$ cat config.mk
export PLATFORM = sky130hd
export DESIGN_NAME = uart_rx_flat
export DESIGN_NICKNAME = d
export VERILOG_FILES = /design/src/rtl/uart_rx_if.sv /design/src/rtl/uart_rx.sv /design/src/flat_wrapper.sv
export SDC_FILE = /design/constraint.sdc
export NUM_CORES = 1
export LEC_CHECK = 0
export ABC_AREA = 1
export BUFFER_PORTS_ARGS = -buffer_cell sky130_fd_sc_hd__buf_2
export CORE_MARGIN = 2
export CORE_UTILIZATION = 33
export DETAILED_ROUTE_END_ITERATION = 12
export PLACE_DENSITY = 0.55
export SYNTH_ARGS = -nofsm -noshare
export SYNTH_HDL_FRONTEND = slang
export SYNTH_SLANG_ARGS = --single-unit
$ cat constraint.sdc
create_clock -name clk -period 2.25 [get_ports clk]
set_input_delay 0.675 -clock clk [delete_from_list [all_inputs] [get_ports clk]]
set_output_delay 0.675 -clock clk [all_outputs]
set_load 0.02 [all_outputs]
$ cat src/rtl/uart_rx_if.sv
// Signal bundle between the serial pin/consumer side and the UART receiver.
// The master drives the line and the acknowledge; the slave (receiver) returns byte and status.
interface uart_rx_if;
  logic       RX;
  logic       clr_rdy;
  logic [7:0] rx_data;
  logic       rdy;
  logic       frm_err;

  modport master (output RX, clr_rdy, input rx_data, rdy, frm_err);
  modport slave  (input RX, clr_rdy, output rx_data, rdy, frm_err);
endinterface

$ cat src/rtl/uart_rx.sv
// 8N1 UART receiver: two-flop synchroniser, mid-bit sampling, sticky ready flag
// and a one-cycle framing-error pulse when the stop bit samples low.
module uart_rx #(
    parameter int unsigned BAUD_CYCLES = 2604
) (
    input  logic      clk,
    input  logic      rst,
    uart_rx_if.slave  bus
);

    localparam int unsigned HALF_CYCLES = BAUD_CYCLES / 2;
    localparam int unsigned CntW        = $clog2(BAUD_CYCLES);

    typedef enum logic [1:0] {StIdle, StStart, StData, StStop} state_e;

    state_e            state_q, state_d;
    logic              rx_ff1_q, rx_sync_q;
    logic [CntW-1:0]   baud_cnt_q, baud_cnt_d;
    logic [3:0]        bit_cnt_q, bit_cnt_d;
    logic [7:0]        shift_q, shift_d;
    logic [7:0]        rx_data_q, rx_data_d;
    logic              rdy_q, rdy_d;
    logic              frm_err_q, frm_err_d;
    logic              strobe;

    assign strobe = (baud_cnt_q == '0);

    always_ff @(posedge clk) begin
        if (rst) begin
            state_q    <= StIdle;
            rx_ff1_q   <= 1'b1;
            rx_sync_q  <= 1'b1;
            baud_cnt_q <= '0;
            bit_cnt_q  <= '0;
            shift_q    <= '0;
            rx_data_q  <= '0;
            rdy_q      <= 1'b0;
            frm_err_q  <= 1'b0;
        end else begin
            state_q    <= state_d;
            rx_ff1_q   <= bus.RX;
            rx_sync_q  <= rx_ff1_q;
            baud_cnt_q <= baud_cnt_d;
            bit_cnt_q  <= bit_cnt_d;
            shift_q    <= shift_d;
            rx_data_q  <= rx_data_d;
            rdy_q      <= rdy_d;
            frm_err_q  <= frm_err_d;
        end
    end

    always_comb begin
        state_d    = state_q;
        baud_cnt_d = baud_cnt_q;
        bit_cnt_d  = bit_cnt_q;
        shift_d    = shift_q;
        rx_data_d  = rx_data_q;
        rdy_d      = rdy_q;
        frm_err_d  = 1'b0;

        // Clear is applied first so that a set later in this block wins a collision.
        if (bus.clr_rdy) rdy_d = 1'b0;

        if (state_q != StIdle) begin
            baud_cnt_d = strobe ? CntW'(BAUD_CYCLES - 1) : baud_cnt_q - 1'b1;
        end

        unique case (state_q)
            StIdle: begin
                if (!rx_sync_q) begin
                    state_d    = StStart;
                    baud_cnt_d = CntW'(HALF_CYCLES - 1);
                    bit_cnt_d  = '0;
                    rdy_d      = 1'b0;
                end
            end
            StStart: begin
                if (strobe) state_d = rx_sync_q ? StIdle : StData;
            end
            StData: begin
                if (strobe) begin
                    shift_d   = {rx_sync_q, shift_q[7:1]};
                    bit_cnt_d = bit_cnt_q + 1'b1;
                    if (bit_cnt_q == 4'd7) state_d = StStop;
                end
            end
            StStop: begin
                // Leave mid-stop-bit so a back-to-back start edge is not missed.
                if (strobe) begin
                    state_d = StIdle;
                    if (rx_sync_q) begin
                        rx_data_d = shift_q;
                        rdy_d     = 1'b1;
                    end else begin
                        frm_err_d = 1'b1;
                    end
                end
            end
            default: state_d = StIdle;
        endcase
    end

    assign bus.rx_data = rx_data_q;
    assign bus.rdy     = rdy_q;
    assign bus.frm_err = frm_err_q;

endmodule
$ cat src/flat_wrapper.sv
// flat-port wrapper written by rule: the top's interface ports become plain ports
module uart_rx_flat 
#(
    parameter int unsigned BAUD_CYCLES = 2604
)
  (clk, rst, bus_RX, bus_clr_rdy, bus_rx_data, bus_rdy, bus_frm_err);
  uart_rx_if bus_i ();
  input  logic clk;
  input  logic rst;
  input wire logic [$bits(bus_i.RX)-1:0] bus_RX;
  input wire logic [$bits(bus_i.clr_rdy)-1:0] bus_clr_rdy;
  output wire logic [$bits(bus_i.rx_data)-1:0] bus_rx_data;
  output wire logic [$bits(bus_i.rdy)-1:0] bus_rdy;
  output wire logic [$bits(bus_i.frm_err)-1:0] bus_frm_err;
  assign bus_i.RX = bus_RX;
  assign bus_i.clr_rdy = bus_clr_rdy;
  assign bus_rx_data = bus_i.rx_data;
  assign bus_rdy = bus_i.rdy;
  assign bus_frm_err = bus_i.frm_err;
  uart_rx #(.BAUD_CYCLES(BAUD_CYCLES)) u_core (.clk(clk), .rst(rst), .bus(bus_i));
endmodule
==> out/qor.yml, run 1 <==
outcome:
  status: "complete, no violations"
sta:
  max_freq_mhz: 566
  period_share_pct: 78.5
  tightest_slew_ns: 0.558
  slew_headroom_pct: 62.7
  setup_viol: 0
  fin_crit_ns: 1.77
  skew_ns: 0.00439
  final_max_slew_viol_count: 0
  rsz0062_at_grt: "no"
  hold_viol_final: 0
  fin_tns_setup_ns: 0
floorplan:
  core_area_um2: 5070
  start_util_pct: 33.8
  dieArea_um2: 5790
  die_h_um: 76.1
  ioPinCount: 14
  die_w_um: 76.1
  rows: 26
layout:
  seq_area_um2: 761
  fin_nets: 252
  layout-drive-gt1-share_pct: 17.8
  layout_common_cells: "38 x dfxtp_1, 31 x nand2_1, 30 x inv_1"
  fillers: 553
  area_growth_pct: 12.8
  num_antenna_cells: 0
  final_common_cell: "dfxtp_1"
  multiInputGateArea_um2: 807
flow_run:
  max_cap_viol_count: 0
routing:
  drt_iter0_drc: 73
  wl_per_cell_um: 10.1
  num_vias: 1386
  drc_errors: 0
  routed-wl-met3_um: 135
  drt_pass1_iterations: 4
  drt-met1-wl_um: 1610
  drt_wl_total_um: 3140
  topRoutingLayerUsed: "met4"
  vias_per_cell: 4.44
  dr_wl_met2_um: 1350
  ant_nets: 0
place:
  port_buffers: 13
  place_hpwl_um: 2360
  place_congestion: 0.784
synthesis:
  synth_ff_type: "dfxtp_1"
  synth_edf_count: 0
  synth.net_count: 235
  synth_top_family_by_area: "simple AND/OR/NAND/NOR gates"
  synth_simple_gate_area_share_pct: 23.2
  postSynthCellCount: 225
  avgSynthCellArea_um2: 7.62
  netlist_area_um2: 1710
  synth_compound_area_share_pct: 18.0
  netlist-cell-type-count: 31
  synth_mux_area_share_pct: 0
  synth_fa_ha_area_share_pct: 4.38
  ys_ff_latch: 38
  synth_xor_area_share_pct: 1.53
  ys_seq_area_share_pct: 44.4
  synthArstFlopShare_pct: 0
  yosys_warnings: 0
clock_network:
  clockRootBuffer: "clkbuf_8"
  clk_pin_slew_ns: 0.07
  clockBufferDepth: 2
  cts_buffers: 5
  insertion_delay_ns: 0.28
  htree_num_levels: 2
  post_cts_buffers: 0
  cts_resized: 0
  ctsHoldBuffers: 0
  clock_sinks: 38
  cts_tree: "done"
critical_path:
  r2r_slack_ns: 0.48
  required_ns: 2.47
  crit_type: "reg2reg"
  start_kind: "flip-flop"
  cp_max_fo: 6
  arrival_ns: 1.98
  endpoint_kind: "flip-flop"
pwr:
  power.total_mw: 2.12
  leakage_nw: 0.849
  peakVddDrop_v: 0.000426
  p_per_area_nw_per_um2: 1090
global_routing:
  grt_max_degree: 21
  antenna_found_initial: 0
  grt_overflow_total: 0
  grt_first_pass_wirelength_um: 5840
  grt_usage_pct: 12.3
  grt_pass1_vias: 1356
worst_hold_path:
  hold_path_class: "reg2reg"
metrics by stage:
stage | hold slack (ns) | worst slack [ns] | util (%) | std cells | area (um^2)
2_1_floorplan | 0.389 | 0.690 | - | 225 | 1710
3_3_place_gp | 0.391 | 0.405 | 36.6 | 305 | 1860
3_5_place_dp | 0.403 | 0.422 | 36.6 | 305 | 1860
4_1_cts | 0.426 | 0.433 | 38.1 | 312 | 1930
5_1_grt | 0.447 | 0.249 | 38.1 | 312 | 1930
6_report | 0.415 | 0.483 | 38.1 | 312 | 1930
final cells by class:
cell class	count	share of cell area, %
inverters	32	6.21
repair buffers	15	4.14
clock buffers	5	3.56
multi-input cells	150	41.7
flip-flops and latches	38	39.3
clock inverters	2	0.517
well taps	70	4.53
Yosys cell counts, types with 3 or more instances:
master / number / area share [%]
ha_1: 6 / 4.4
dfxtp_1: 38 / 44
nor2_1: 29 / 6.4
nand2_1: 31 / 6.8
nor2_2: 3 / 1.1
or2_2: 3 / 1.1
clkbuf_1: 3 / 0.66
a21oi_2: 4 / 2.0
a21oi_1: 24 / 7.0
nand3_1: 6 / 1.8
o21ai_0: 21 / 6.1
inv_1: 30 / 6.6
nand2_2: 3 / 1.1
sequential cells by signal, indices dropped and copies added (netlist names), named ones only:
signal / count
u_core.rx_ff1_q: 1
u_core.bus.frm_err: 1
u_core.shift_q: 8
u_core.bit_cnt_q: 4
u_core.rx_sync_q: 1
u_core.state_q: 1
u_core.bus.rdy: 1
u_core.baud_cnt_q: 12
u_core.bus.rx_data: 8
per-layer routing:
layer / global-route usage (%) / vias to the layer above
li1: - / 760
met1: 15.2 / 598
met2: 20.1 / 23
met3: 2.96 / 5
met4: 6.00 / 0
met5: 0 / -
worst paths after layout:
check	start	endpoint	depth (start not counted)
hold / removal	u_core.rx_ff1_q	u_core.rx_sync_q	1
setup / recovery	u_core.state_q[0]	u_core.baud_cnt_q[11]	9
hold reg to reg	u_core.rx_ff1_q	u_core.rx_sync_q	1
setup reg to reg	u_core.state_q[0]	u_core.baud_cnt_q[11]	9
kinds of logic after synthesis:
kind of cell | after synthesis
compound gates | 56
xor+xnor | 3
fa+ha+maj | 6
buf+inv | 37
flops | 38
simple gates | 85
critical path: stages, from the launching register on:
cell and delay, ns:
dfxtp_1 0.39, inv_1 0.08, ha_1 0.24, inv_1 0.15, nand4_1 0.18, nor2_1 0.18
nand2_1 0.13, o21ai_0 0.16, nand2_1 0.06, o21ai_0 0.13
power by group:
| group | internal (mW) | switching (mW) | total (mW) |
|---|---|---|---|
| registers | 0.785 | 0.0811 | 0.867 |
| clock network | 0.208 | 0.227 | 0.435 |
| logic | 0.285 | 0.532 | 0.816 |
(Power assumes the default switching activity.)
==> inputs of run 2 (changes only) <==
Settings changed: PLACE_DENSITY 0.55 to 0.57.
Clock period 2.25 ns to 1.6 ns, I/O delays scaled along.
==> run 2 against run 1 <==
Compared with the run above:
- non-clock buffer count rose by 13
- first-iteration DRC count up 21%
- sequential share of layout area down 4.3 points
- clock power is 93% higher
- setup slack worse by 0.44 ns
- utilization up 4.9 points
- register-to-register slack worse by 0.44 ns
- total power increased by 74%
- via count is 7.6% higher
- die area is the same
- critical path type unchanged
- largest power group is now combinational cells
==> out/qor.yml, run 2 (synthesis results as in run 1) <==
floorplan:
  die_h_um: 76.1  # unchanged
  dieArea_um2: 5790  # unchanged
  core_area_um2: 5070  # unchanged
  rows: 26  # unchanged
  ioPinCount: 14  # unchanged
  start_util_pct: 33.8  # unchanged
  die_w_um: 76.1  # unchanged
layout:
  fillers: 539  # was 553
  largest_register_ffs: 12  # unchanged
  multiInputGateArea_um2: 877  # was 807 um^2
  layout-drive-gt1-share_pct: 29.4  # was 17.8%
  fin_nets: 265  # was 252
  stdcell_count: 325  # was 312
  final_common_cell: "dfxtp_1"  # unchanged
  seq_area_um2: 766  # was 761 um^2
  final_cell_area_um2: 2180  # was 1930 um^2
  area_growth_pct: 27.4  # was 12.8%
  num_antenna_cells: 0  # unchanged
  top_register: "u_core.baud_cnt_q"  # unchanged
  layout_common_cells: "34 x dfxtp_1, 30 x nand2_1, 28 x nor2_1"  # was 38 x dfxtp_1, 31 x nand2_1, 30 x inv_1
critical_path:
  cp_max_fo: 7  # was 6
  start_kind: "flip-flop"  # unchanged
  crit_top_cell: "nand2_4"
  reg2reg_to: "u_core.bus.rx_data[7]"  # was u_core.baud_cnt_q[11]
  path_cells: "inv_2 -> ha_4 -> nand2_4 -> nor2_4 -> nand2_4 -> nor3_4 -> clkbuf_16 -> o21ai_1 -> nor2_1"  # was inv_1 -> ha_1 -> inv_1 -> nand4_1 -> nor2_1 -> nand2_1 -> o21ai_0 -> nand2_1 -> o21ai_0
  cp_slowest_stage_delay_ns: 0.33  # was 0.39 ns
  endpoint_kind: "flip-flop"  # unchanged
  cpMaxStageDelayCell: "dfxtp_2"  # was dfxtp_1
  ff2ff_path_depth: 9  # unchanged
  crit_type: "reg2reg"  # unchanged
  required_ns: 1.83  # was 2.47 ns
  r2r_slack_ns: 0.04  # was 0.48 ns
  arrival_ns: 1.79  # was 1.98 ns
  regToRegStartpoint: "u_core.baud_cnt_q[0]"  # was u_core.state_q[0]
pwr:
  p_per_area_nw_per_um2: 1690  # was 1090 nW/um^2
  leakage_nw: 0.949  # was 0.849 nW
  peakVddDrop_v: 0.000739  # was 0.000426 V
  power.total_mw: 3.68  # was 2.12 mW
place:
  place_congestion: 0.813  # was 0.784
  place_hpwl_um: 2530  # was 2360 um
  dp_cells: 313  # was 305
  place_area_um2: 1940  # was 1860 um^2
  port_buffers: 13  # unchanged
global_routing:
  grt_overflow_total: 0  # unchanged
  grt_first_pass_wirelength_um: 6060  # was 5840 um
  antenna_found_initial: 0  # unchanged
  grt_max_degree: 17  # was 21
  grt_pass1_vias: 1400  # was 1356
  grt_usage_pct: 12.8  # was 12.3%
routing:
  wl_per_cell_um: 11.5  # was 10.1 um
  ant_nets: 0  # unchanged
  drt_pass1_iterations: 4  # unchanged
  drt_wl_total_um: 3740  # was 3140 um
  num_vias: 1492  # was 1386
  drt_iter0_drc: 88  # was 73
  drc_errors: 0  # unchanged
  vias_per_cell: 4.59  # was 4.44
sta:
  skew_ns: 0.00859  # was 0.00439 ns
  slew_headroom_pct: 78.9  # was 62.7%
  final_max_slew_viol_count: 0  # unchanged
  max_freq_mhz: 642  # was 566 MHz
  hold_viol_final: 0  # unchanged
  tightest_slew_ns: 0.316  # was 0.558 ns
  fin_crit_ns: 1.56  # was 1.77 ns
  period_share_pct: 97.3  # was 78.5%
  setup_viol: 0  # unchanged
  rsz0062_at_grt: "yes"  # was no
  whs_ns: 0.373  # was 0.415 ns
  fin_tns_setup_ns: 0  # unchanged
clock_network:
  htree_num_levels: 2  # unchanged
  insertion_delay_ns: 0.29  # was 0.28 ns
  clockBufferDepth: 2  # unchanged
  clock_sinks: 38  # unchanged
  cts_buffers: 5  # unchanged
  clockRootBuffer: "clkbuf_8"  # unchanged
  cts_tree: "done"  # unchanged
  clk_pin_slew_ns: 0.08  # was 0.07 ns
worst_hold_path:
  hold_depth: 2  # was 1
  holdCritStartpoint: "bus_RX"  # was u_core.rx_ff1_q
  min_to: "u_core.rx_ff1_q"  # was u_core.rx_sync_q
  hold_path_class: "in2reg"  # was reg2reg
flow_run:
  max_cap_viol_count: 0  # unchanged
outcome:
  status: "complete, no violations"  # unchanged
## run 2: per-layer routing
| layer | GRT usage, % | vias up | share of wire [%] |
|---|---|---|---|
| met4 | 6.73 | 0 | 2.0 |
| met1 | 16.5 | 684 | 49 |
| met2 | 20.0 | 19 | 46 |
| met3 | 3.08 | 7 | 3.3 |
| met5 | 0 | - | 0 |
| li1 | - | 782 | - |
## run 2: repair_timing
item / 4_1_cts / 5_1_grt
setup buffers: 0 / 4
setup endpoints to repair: 1 / 10
hold buffers: 0 / 0
pin swaps: 2 / 6
resized for setup: 1 / 29
gates cloned: 0 / 1
## run 2: report_power, final
group          switching (mW)  leakage, nW  total (mW)  internal, mW
registers               0.106        0.310        1.22          1.11
clock network           0.339       0.0573       0.838         0.499
logic                   0.946        0.581        1.63         0.683
## run 2: stage by stage
stage / setup slack, ns / utilization, %
after floorplan: 0.0403 / -
after CTS: 0.0370 / 40.5
after detailed placement: -0.00752 / 38.2
after global routing: -0.0321 / 43.0
after global placement: 0.0866 / 38.2
final: 0.0434 / 43.0
## run 2: worst max path at each step
stage / startpoint / endpoint / slack [ns]
global placement: flip-flop / u_core.baud_cnt_q[11] / 0.09
floorplan: u_core.state_q[0] / u_core.baud_cnt_q[11] / 0.04
global route: u_core.baud_cnt_q[0] / u_core.bus.rx_data[7] / -0.03
finish: u_core.baud_cnt_q[0] / u_core.bus.rx_data[7] / 0.04
CTS: u_core.state_q[0] / u_core.baud_cnt_q[11] / 0.04
detailed placement: u_core.state_q[0] / u_core.baud_cnt_q[11] / -0.008
## run 2: area by class of cell
type                            instances  share of cell area, %
Clock buffer                            6                   3.78
Timing Repair Buffer                   28                   10.1
Inverter                               32                   5.50
Sequential cell                        38                   35.1
Multi-Input combinational cell        150                   40.2
Clock inverter                          1                   1.38
Tap cell                               70                   4.01
## run 2: critical path: cells and delay by family (launching register included)
family	cells	cell delay, ns
compound gates	1	0.05
fa+ha+maj	1	0.15
buf+inv	2	0.30
flops	1	0.33
simple gates	5	0.67
==> inputs of run 3 (changes only) <==
Settings changed: CORE_MARGIN 2 to not set, PLACE_DENSITY 0.57 to 0.52.
==> run 3 against run 2 <==
Compared with the run above:
- first-iteration DRC count fell by 3.4%
- wire length up 0.51%
- design area increased by 1.3%
- combinational power is essentially flat
- total power is 2.1% lower
- clock skew increased by 0.0010 ns
- via count grew 1.2%
- utilization grew 2.6 points
- largest power group unchanged
- highest routed layer unchanged
==> out/qor.yml, run 3 (synthesis results as in run 1) <==
clock_network:
  cts_tree: "done"  # unchanged
  clockBufferDepth: 2  # unchanged
  ctsHoldBuffers: 0  # unchanged
  cts_buffers: 5  # unchanged
  insertion_delay_ns: 0.29  # about the same
  clockRootBuffer: "clkbuf_8"  # unchanged
  clock_sinks: 38  # unchanged
  clk_pin_slew_ns: 0.08  # about the same
  htree_num_levels: 2  # unchanged
global_routing:
  grt_max_degree: 19  # was 17
  grt_pass1_vias: 1321  # was 1400
  antenna_found_initial: 0  # unchanged
  grt_overflow_total: 0  # unchanged
  grt_usage_pct: 15.0  # was 12.8%
  grt_first_pass_wirelength_um: 6130  # was 6060 um
sta:
  hold_viol_final: 0  # unchanged
  period_share_pct: 97.2  # was 97.3%
  max_freq_mhz: 643  # was 642 MHz
  setup_viol: 0  # unchanged
  slew_headroom_pct: 84.3  # was 78.9%
  final_max_slew_viol_count: 0  # unchanged
  skew_ns: 0.00962  # was 0.00859 ns
  tightest_slew_ns: 0.233  # was 0.316 ns
  fin_crit_ns: 1.55  # was 1.56 ns
  rsz0062_at_grt: "yes"  # unchanged
layout:
  layout-drive-gt1-share_pct: 31.2  # was 29.4%
  layout_common_cells: "32 x dfxtp_1, 30 x nand2_1, 26 x inv_1, 26 x nor2_1, 24 x a21oi_1"  # was 34 x dfxtp_1, 30 x nand2_1, 28 x nor2_1
  num_antenna_cells: 0  # unchanged
  largest_register_ffs: 12  # unchanged
  final_common_cell: "dfxtp_1"  # unchanged
  stdcell_count: 333  # was 325
  fin_nets: 275  # was 265
  area_growth_pct: 29.1  # was 27.4%
  top_register: "u_core.baud_cnt_q"  # unchanged
  final_core_util_pct: 45.6  # was 43.0%
routing:
  drt_pass1_iterations: 4  # unchanged
  ant_nets: 0  # unchanged
  num_vias: 1510  # was 1492
  drt_wl_total_um: 3760  # was 3740 um
  drc_errors: 0  # unchanged
  vias_per_cell: 4.53  # was 4.59
  wl_per_cell_um: 11.3  # was 11.5 um
  drt_iter0_drc: 85  # was 88
critical_path:
  path_cells: "inv_2 -> ha_4 -> nand2_2 -> nor2_4 -> nand2_4 -> nor3_4 -> buf_12 -> buf_4 -> buf_4 -> a21oi_2"  # was inv_2 -> ha_4 -> nand2_4 -> nor2_4 -> nand2_4 -> nor3_4 -> clkbuf_16 -> o21ai_1 -> nor2_1
  crit_top_cell: "buf_4"  # was nand2_4
  cp_max_fo: 5  # was 7
  reg2reg_to: "u_core.bus.rx_data[5]"  # was u_core.bus.rx_data[7]
  cp_slowest_stage_delay_ns: 0.33  # about the same
  cpMaxStageDelayCell: "dfxtp_2"  # unchanged
  start_kind: "flip-flop"  # unchanged
  regToRegStartpoint: "u_core.baud_cnt_q[1]"  # was u_core.baud_cnt_q[0]
  ff2ff_path_depth: 10  # was 9
  r2r_slack_ns: 0.05  # was 0.04 ns
  required_ns: 1.79  # was 1.83 ns
  crit_type: "reg2reg"  # unchanged
  endpoint_kind: "flip-flop"  # unchanged
  arrival_ns: 1.74  # was 1.79 ns
floorplan:
  die_h_um: 74.1  # was 76.1 um
  core_area_um2: 4850  # was 5070 um^2
  dieArea_um2: 5490  # was 5790 um^2
  die_w_um: 74.1  # was 76.1 um
  ioPinCount: 14  # unchanged
  rows: 25  # was 26
  start_util_pct: 35.4  # was 33.8%
place:
  place_congestion: 0.781  # was 0.813
  port_buffers: 13  # unchanged
  dp_cells: 312  # was 313
  place_hpwl_um: 2620  # was 2530 um
worst_hold_path:
  min_to: "u_core.rx_ff1_q"  # unchanged
  hold_path_class: "in2reg"  # unchanged
  hold_depth: 2  # unchanged
  holdCritStartpoint: "bus_RX"  # unchanged
flow_run:
  max_cap_viol_count: 0  # unchanged
pwr:
  peakVddDrop_v: 0.000525  # was 0.000739 V
  p_per_area_nw_per_um2: 1630  # was 1690 nW/um^2
  leakage_nw: 0.981  # was 0.949 nW
outcome:
  status: "complete, no violations"  # unchanged
## run 3: cell types whose count changed in the layout (fill, tap and decap cells not counted), sizes merged
| cell | before | now |
|---|---|---|
| clkinv | 0 | 1 |
| clkinvlp | 0 | 1 |
| clkbuf | 7 | 6 |
| bufinv | 1 | 0 |
| buf | 27 | 38 |
## run 3: timing repair
action | CTS | global route
pin swaps | 3 | 9
buffers inserted | 3 | 10
setup endpoints to repair | 2 | 20
gates resized for setup | 1 | 30
cloned | 0 | 0
## run 3: final cells by class
cell class	count	area [um^2]
clock buffers	6	82.6
clock inverters	2	12.5
fillers	503	2640
inverters	32	123
multi-input cells	150	867
flip-flops and latches	38	771
well taps	67	83.8
repair buffers	38	273
## run 3: per-layer routing
metal / vias to the layer above / GRT usage, % / routed length (um)
li1: 804 / - / -
met1: 681 / 18.9 / 1740
met2: 18 / 23.8 / 1830
met3: 7 / 4.20 / 117
met4: 0 / 7.05 / 64
met5: - / 0 / 0
## run 3: worst max path at each step
stage / from / slack (ns) / endpoint
2_1_floorplan: u_core.state_q[0] / 0.04 / u_core.baud_cnt_q[11]
3_3_place_gp: u_core.state_q[0] / -0.05 / u_core.baud_cnt_q[11]
3_5_place_dp: flip-flop / -0.05 / u_core.baud_cnt_q[11]
4_1_cts: flip-flop / 0.001 / u_core.baud_cnt_q[11]
5_1_grt: u_core.baud_cnt_q[6] / -0.02 / u_core.bus.rx_data[5]
6_report: u_core.baud_cnt_q[1] / 0.05 / u_core.bus.rx_data[5]
## run 3: worst max-delay path, delay by kind of cell, from the launching register on
kind | cells | cell delay [ns]
and+or+nand+nor | 4 | 0.53
buffers and inverters | 4 | 0.43
DFF | 1 | 0.33
adders and majority gates | 1 | 0.14
AOI/OAI and AO/OA | 1 | 0.04
## run 3: where the power goes
part           total, mW  internal, mW  switching (mW)
Clock              0.695         0.346           0.348
Sequential          1.25          1.12           0.129
Combinational       1.66         0.747           0.916
Total               3.61          2.21            1.39
## run 3: metrics by stage
stage	hold WS, ns	TNS (ns)	instance area, um^2	setup slack (ns)	power, mW
finish	0.373	0	2210	0.0452	3.61
global route	0.377	-0.0554	2210	-0.0245	3.91
CTS	0.365	0	2060	0.00149	3.26
detailed placement	0.404	-0.0486	1940	-0.0486	2.51
global placement	0.399	-0.0456	1940	-0.0456	2.50
floorplan	0.389	0	1710	0.0403	2.19
